[src/rtl/alu_mul_seq.sv]
// -----------------------------------------------------------------------------
// alu_mul_seq
//
// Command sequencer in front of a shared DATA_W-bit combinational ALU.
// Single-op commands are passed to the ALU for one cycle. Unsigned multiply
// commands run as a DATA_W-iteration shift-add loop that reuses the ALU adder.
// Results and flags are returned through a registered output handshake.
//
// Handshakes: a transfer happens on a rising clk edge where valid && ready are
// both high. A producer holds valid and its payload steady until that edge.
// in_ready depends only on state, never on in_valid. out_valid and out_*
// are registered, and they do not change while out_valid is waiting for out_ready.
//
// Ports:
//   clk, rst_n                  clock (rising edge), async active-low reset
//   in_valid/in_ready           command handshake
//   in_cmd[3:0]                 [3]=1 unsigned multiply, else ALUctr=[2:0]
//   in_a, in_b                  operands (multiplicand / multiplier)
//   alu_a, alu_b, alu_ctr       drive to the ALU
//   alu_f, alu_cf, alu_zero,
//   alu_of                      ALU result and flags
//   out_valid/out_ready         result handshake
//   out_result[2*DATA_W-1:0]    result (single ops are zero-extended)
//   out_cf, out_zero, out_of    flags
//   busy                        high whenever the sequencer is not IDLE
//   dbg_state[1:0]              FSM state: 0 IDLE, 1 EXEC, 2 MUL, 3 DONE
// -----------------------------------------------------------------------------
module alu_mul_seq #(
  parameter int DATA_W = 4
) (
  input  logic                  clk,
  input  logic                  rst_n,
  input  logic                  in_valid,
  output logic                  in_ready,
  input  logic [3:0]            in_cmd,
  input  logic [DATA_W-1:0]     in_a,
  input  logic [DATA_W-1:0]     in_b,
  output logic [DATA_W-1:0]     alu_a,
  output logic [DATA_W-1:0]     alu_b,
  output logic [2:0]            alu_ctr,
  input  logic [DATA_W-1:0]     alu_f,
  input  logic                  alu_cf,
  input  logic                  alu_zero,
  input  logic                  alu_of,
  output logic                  out_valid,
  input  logic                  out_ready,
  output logic [2*DATA_W-1:0]   out_result,
  output logic                  out_cf,
  output logic                  out_zero,
  output logic                  out_of,
  output logic                  busy,
  output logic [1:0]            dbg_state
);

  localparam int CNT_W = (DATA_W > 1) ? $clog2(DATA_W) : 1;

  typedef enum logic [1:0] {
    S_IDLE = 2'd0,
    S_EXEC = 2'd1,
    S_MUL  = 2'd2,
    S_DONE = 2'd3
  } state_t;

  state_t              state;
  logic [DATA_W-1:0]   a_q;     // operand A, multiplicand M during multiply
  logic [DATA_W-1:0]   b_q;     // operand B, doubles as P_lo during multiply
  logic [DATA_W-1:0]   p_hi_q;  // high half of the partial product
  logic [2:0]          ctr_q;
  logic [CNT_W-1:0]    cnt_q;

  // One shift-add step: {carry, sum, P_lo} shifted right by one, keeping
  // the low 2*DATA_W bits. The bit shifted out of P_lo has already been used.
  logic [2*DATA_W:0]   step_wide;
  logic [2*DATA_W-1:0] step_prod;
  logic                last_iter;

  always_comb begin
    step_wide = {alu_cf, alu_f, b_q} >> 1;
    step_prod = step_wide[2*DATA_W-1:0];
    last_iter = (cnt_q == CNT_W'(DATA_W - 1));
  end

  always_ff @(posedge clk or negedge rst_n) begin
    if (!rst_n) begin
      state      <= S_IDLE;
      a_q        <= '0;
      b_q        <= '0;
      p_hi_q     <= '0;
      ctr_q      <= 3'b000;
      cnt_q      <= '0;
      out_result <= '0;
      out_cf     <= 1'b0;
      out_zero   <= 1'b0;
      out_of     <= 1'b0;
    end else begin
      case (state)
        S_IDLE: begin
          if (in_valid) begin
            a_q    <= in_a;
            b_q    <= in_b;
            ctr_q  <= in_cmd[2:0];
            p_hi_q <= '0;
            cnt_q  <= '0;
            state  <= in_cmd[3] ? S_MUL : S_EXEC;
          end
        end
        S_EXEC: begin
          out_result <= {{DATA_W{1'b0}}, alu_f};
          out_cf     <= alu_cf;
          out_zero   <= alu_zero;
          out_of     <= alu_of;
          state      <= S_DONE;
        end
        S_MUL: begin
          p_hi_q <= step_prod[2*DATA_W-1:DATA_W];
          b_q    <= step_prod[DATA_W-1:0];
          cnt_q  <= cnt_q + CNT_W'(1);
          if (last_iter) begin
            out_result <= step_prod;
            out_cf     <= 1'b0;
            out_zero   <= (step_prod == '0);
            out_of     <= (step_prod[2*DATA_W-1:DATA_W] != '0);
            state      <= S_DONE;
          end
        end
        S_DONE: begin
          if (out_ready) state <= S_IDLE;
        end
        default: state <= S_IDLE;
      endcase
    end
  end

  // ALU drive: idle value is add of zeros so the shared ALU sees a quiet bus.
  always_comb begin
    alu_a   = '0;
    alu_b   = '0;
    alu_ctr = 3'b000;
    case (state)
      S_EXEC: begin
        alu_a   = a_q;
        alu_b   = b_q;
        alu_ctr = ctr_q;
      end
      S_MUL: begin
        alu_a   = p_hi_q;
        alu_b   = b_q[0] ? a_q : '0;
        alu_ctr = 3'b000;
      end
      default: ;
    endcase
  end

  always_comb begin
    in_ready  = (state == S_IDLE);
    out_valid = (state == S_DONE);
    busy      = (state != S_IDLE);
    dbg_state = state;
  end

endmodule

[config.mk]
export PLATFORM = sky130hd
export DESIGN_NAME = alu_mul_seq
export DESIGN_NICKNAME = d
export VERILOG_FILES = /design/src/rtl/alu_mul_seq.sv
export SDC_FILE = /design/constraint.sdc
export NUM_CORES = 1
export LEC_CHECK = 0
export CELL_PAD_IN_SITES_DETAIL_PLACEMENT = 2
export CELL_PAD_IN_SITES_GLOBAL_PLACEMENT = 2
export CORE_MARGIN = 2
export CORE_UTILIZATION = 30
export CTS_CLUSTER_SIZE = 16
export DETAILED_ROUTE_END_ITERATION = 8
export PLACE_DENSITY = 0.88
export SLEW_MARGIN = 10
export SYNTH_ARGS = -nofsm -noshare
export SYNTH_HDL_FRONTEND = slang
export SYNTH_SLANG_ARGS = --single-unit
[constraint.sdc]
create_clock -name clk -period 2.36 [get_ports clk]
set_input_delay 0.354 -clock clk [delete_from_list [all_inputs] [get_ports clk]]
set_output_delay 0.354 -clock clk [all_outputs]
set_load 0.02 [all_outputs]
==> results.cfg, run 1 <==
[outcome]
status = complete, no violations

[placement]
io_buffers = 49
dp_hpwl_um = 3410
globalplace.congestion = 0.741
placed_area_um2 = 2160

[finish]
area_growth_pct = 40.6
fillers = 565
design_area_um2 = 2250
post-route-util_pct = 43.7
finish.net_count = 232
diodes = 0
register_area_um2 = 751
multiInputGateArea_um2 = 779
drive_gt1_share_pct = 12.3

[sta]
max_freq_mhz = 449
slew_headroom_pct = 69.6
slew_violations = 0
hold_violations = 0
setup-violations-final = 0
tns_ps = 0
skew_ps = 3.67
rsz0062_at_grt = false
fin_crit_ps = 2230
final.period_utilization_pct = 94.4
worst_slew_pin_slew_ps = 446

[synthesis]
yosysTopAreaCell = dfrtp_1
asyncSetResetFlopFracSynth_pct = 100
synth_nets = 179
netlist_area_um2 = 1600
yosys-top-cells-area = dfrtp_1 (47%), mux2i_1 (10%), mux2_2 (5.6%)
ys_seq_area_share_pct = 47.0
synth_edf_count = 0
syn_inst = 150
avgSynthCellArea_um2 = 10.7
synth_top_area_share_pct = 47.0
synth_flop_cell = dfrtp_1
ys_warn_count = 0
ys_ff_latch = 30
ys_types = 31

[grt]
grt_use_met2_pct = 28.2
overflow = 0
antenna_found_initial = 0
grt_max_degree = 31
use_met1_pct = 19.9
grt-busiest-layer = met2
grt_pass1_vias = 1486
grt_util_met3_pct = 3.88
grt_first_pass_wirelength_um = 7490
grt_use_total_pct = 16.3

[route]
drc = 0
wire_per_inst_um = 16.7
num_vias = 1314
routed_wl_um = 4560
drtAntennaViolNets = 0
drtIter0Drc = 35
firstDrtPassIters = 3
avgViaCountPerCell = 4.81

[worst_setup_path]
criticalPathCategory = flop to primary output
r2r_slack_ps = 460
path_max_fanout = 11
crit_chain = inv_1 -> ha_4 -> and2_1 -> clkdlybuf4s50_1
crit_required_ps = 2010
cp-end-kind = primary output
path_buf_inv = 2
cp_slowest_cell = clkdlybuf4s50_1
max_stage_delay_ps = 600
arrival_ps = 1870
critPathTopFamily = buffers and inverters
crit_path_start_kind = flop

[clock_tree]
clock_latency_ps = 280
cts_buffer_depth = 2
clk_pin_slew_ps = 60
clock-sinks = 30
root_buffer = clkbuf_8
cts_hold_buf = 0
cts_buffers = 5
htreeDepth = 2
tritoncts = done

[die]
io_pins = 50
dieHeight_um = 77.0
initial_utilization_pct = 31.1
die_w_um = 77.0
die_area_um2 = 5930
core_um2 = 5140
num_rows = 26

[power]
ir_drop_mv = 0.440
p_per_area_nw_per_um2 = 1460
p_leak_nw = 0.956

[flow_run]
maxCapViolCount = 0

[hold_path]
min_path_type = input port to asynchronous set/reset pin
[registers in the layout (all words and copies together), names as in the netlist]
register    flops
out_cf          1
cnt_q           2
out_zero        1
a_q             4
ctr_q           3
out_result      8
dbg_state       2
b_q             4
p_hi_q          4
out_of          1
[per-stage QoR]
stage	std cells	setup slack, ps	total power [mW]	hold WS, ps
floorplan	150	436	2.22	58.4
global placement	266	199	2.86	485
detailed placement	266	112	2.93	489
CTS	273	138	3.34	474
global route	273	37.6	3.53	516
finish	273	133	3.29	468
[layout by cell type, fill, tap and decap left out, drive strengths merged]
cell type,count
nor4,1
mux2i,17
nand2b,4
dfrtp,30
xnor2,1
nand3,1
and3,1
clkdlybuf4s50,41
a22oi,4
nand3b,1
a32oi,3
mux2,9
nand2,15
o21ai,10
o221ai,1
dlygate4sd2,8
clkbuf,7
nor3,1
ha,6
and2,4
buf,5
nand4,1
a31oi,2
inv,9
nor2,3
nor2b,7
a21oi,11
[final cells by class]
cell class	instances	share of cell area [%]
Clock buffer	7	3.40
Multi-Input combinational cell	103	34.7
Inverter	9	1.50
Timing Repair Buffer	54	23.1
Sequential cell	30	33.4
Tap cell	70	3.90
[cell usage after synthesis, drive strengths merged, types with 2 or more instances]
cell type  instances
dfrtp             30
nor2               3
buf                6
ha                 6
mux2i             17
a21oi             11
a32oi              3
and2               4
nand2b             4
mux2               9
inv                9
o21ai             10
clkbuf             2
nand2             15
a22oi              4
nor2b              7
a31oi              2
[cell families (layout without fill, tap and decap cells)]
family / count (synthesis) / count (layout) / share of synthesized area (%)
simple gates: 39 / 39 / 13.0
compound gates: 31 / 31 / 11.4
flops: 30 / 30 / 47.0
mux: 26 / 26 / 18.0
buf+inv: 17 / 70 / 5.32
fa+ha+maj: 6 / 6 / 4.70
xor+xnor: 1 / 1 / 0.548
[power by group]
group | total [mW] | switching [mW] | internal, mW | leakage, nW
logic | 1.96 | 1.04 | 0.922 | 0.550
clock network | 0.384 | 0.181 | 0.203 | 0.0383
registers | 0.943 | 0.194 | 0.749 | 0.367
total | 3.29 | 1.41 | 1.87 | 0.956
[routing by layer]
metal,vias to the layer above,share of wire [%]
li1,624,-
met1,654,44
met2,31,51
met3,5,3.9
met4,0,1.1
met5,-,0
[repair_timing]
item | 4_1_cts | 5_1_grt
setup endpoints to repair | 11 | 0
resized for setup | 12 | 0
buffers inserted | 0 | 0
[final timing paths]
path / start / end / cells past startpoint
max: dbg_state[1] / alu_ctr[2] / 4
max reg2reg: dbg_state[1] / out_of / 5
min reg2reg: ctr_q[0] / ctr_q[0] / 1
min in group clk: ctr_q[0] / ctr_q[0] / 1
max in group asynchronous: rst_n / p_hi_q[2] / 2
min: rst_n / b_q[1] / 2
Power figures use the tool's default switching activity.
==> run 2: changes to the inputs <==
CAP_MARGIN = 20   (was unset)
PLACE_DENSITY = 0.79   (was 0.88)
==> run 2 against run 1 <==
  * Utilization is 0.93 points higher
  * Clock power grew 13%
  * Power grew 3.9%
==> results.cfg, run 2 (synthesis gave the netlist of run 1 again) <==
[sta]
rsz0062_at_grt = false
setup-violations-final = 0
slew_violations = 0
fin_crit_ps = 2250
whs_ps = 467
final.period_utilization_pct = 95.5
slew_headroom_pct = 69.9
hold_violations = 0
max_freq_mhz = 444
skew_ps = 6.49
tns_ps = 0
setup_ws_ps = 107
worst_slew_pin_slew_ps = 442

[finish]
stdcell_count = 275
area_growth_pct = 43.5
design_area_um2 = 2290
regMostFlops = out_result
final_common_cell = clkdlybuf4s50_1
finish.net_count = 233
diodes = 0
largest_reg_flops = 8
layout_common_cells = clkdlybuf4s50_1 (41), dfrtp_1 (30), mux2i_1 (16)
drive_gt1_share_pct = 14.1
fillers = 560

[die]
num_rows = 26
die_w_um = 77.0
initial_utilization_pct = 31.1
io_pins = 50
core_um2 = 5140
dieHeight_um = 77.0
die_area_um2 = 5930

[placement]
dp_hpwl_um = 3880
io_buffers = 49
placed_area_um2 = 2170
dp_cells = 267
pre_cts_slack_ps = 81.0
globalplace.congestion = 0.790

[worst_setup_path]
r2r_slack_ps = 460
cp_slowest_cell = clkdlybuf4s50_1
criticalPathCategory = flop to primary output
crit_chain = inv_1 -> ha_4 -> and2_1 -> clkdlybuf4s50_1
cp-end-kind = primary output
path_max_fanout = 11
crit_required_ps = 2010
arrival_ps = 1900
max_stage_delay_ps = 620
crit_path_start_kind = flop

[power]
clkPwrFrac_pct = 12.7
p_per_area_nw_per_um2 = 1490
p_leak_nw = 1.05
ir_drop_mv = 0.576
power_frac_comb_pct = 59.6
p_seq_share_pct = 27.7
p_int_mw = 1.94
swShare_pct = 43.2
p_switching_mw = 1.47

[clock_tree]
clock_latency_ps = 290
cts_buffers = 5
post_cts_buffers = 0
clock-sinks = 30
root_buffer = clkbuf_8
clk_pin_slew_ps = 70
cts_buffer_depth = 2
cts_hold_buf = 0
tritoncts = done
htreeDepth = 2

[route]
num_vias = 1346
drtAntennaViolNets = 0
drc = 0
firstDrtPassIters = 4
routed_wl_um = 5040
wire_per_inst_um = 18.3
drtIter0Drc = 45
avgViaCountPerCell = 4.89

[grt]
grt_pass1_vias = 1542
grt_use_met2_pct = 34.0
grt_max_degree = 31
grt_util_met3_pct = 3.06
overflow = 0
antenna_found_initial = 0
use_met1_pct = 21.7
grt_use_total_pct = 18.5
grt_first_pass_wirelength_um = 8420
grt-busiest-layer = met2

[hold_path]
min_path_type = input port to asynchronous set/reset pin

[flow_run]
maxCapViolCount = 0

[outcome]
status = complete, no violations
run 2: cell count changes in the layout (fill, tap and decap cells not counted):
cell            delta
clkbuf_1           -1
ha_1               -1
ha_2               +1
dlygate4sd2_1      -6
clkbuf_8           +1
clkinv_2           +1
dlymetal6s2s_1     +6
buf_4              +1
run 2: final cells by class:
cell class / instances / area [um^2] / area share, %
clock buffer: 7 / 86.3 / 3.76
clock inverter: 1 / 5.00 / 0.218
inverter: 9 / 33.8 / 1.47
multi-input combinational: 103 / 782 / 34.1
sequential: 30 / 751 / 32.7
tap: 70 / 87.6 / 3.82
timing repair buffer: 55 / 548 / 23.9
run 2: power groups by stage:
stage               combinational [mW]  sequential, mW  clock, mW
floorplan                         1.22            1.00          0
global placement                  1.92           0.928          0
detailed placement                2.03           0.955          0
CTS                               2.05           0.948      0.447
global route                      2.21           0.980      0.477
finish                            2.03           0.948      0.434
run 2: per-layer routing:
| metal | wire, um | up-vias |
|---|---|---|
| li1 | - | 629 |
| met1 | 2100 | 685 |
| met2 | 2750 | 26 |
| met3 | 133 | 6 |
| met4 | 53 | 0 |
| met5 | 0 | - |
run 2: per-stage QoR:
stage / total power, mW / utilization, %
2_1_floorplan: 2.22 / -
3_3_place_gp: 2.85 / 42.2
3_5_place_dp: 2.99 / 42.2
4_1_cts: 3.45 / 44.1
5_1_grt: 3.67 / 44.6
6_report: 3.42 / 44.6
run 2: worst max-delay path: cells and delay by family, from the launching register on:
kind | cells | cell delay, ps
buffers and inverters | 2 | 790
AND/OR/NAND/NOR | 1 | 160
flip-flops | 1 | 430
adder cells (fa/ha/maj) | 1 | 240
run 2: path summary, 6_finish.rpt:
kind | startpoint | endpoint | cells past startpoint
min | rst_n | out_result[7] | 2
max in group asynchronous | rst_n | ctr_q[1] | 2
min reg2reg | ctr_q[1] | ctr_q[1] | 1
max reg2reg | dbg_state[1] | out_of | 5
min in group clk | ctr_q[1] | ctr_q[1] | 1
max | dbg_state[1] | alu_ctr[0] | 4
run 2: repair_timing:
action | in CTS | in global routing
setup endpoints to repair | 11 | 9
cloned | 0 | 0
resized for setup | 5 | 8
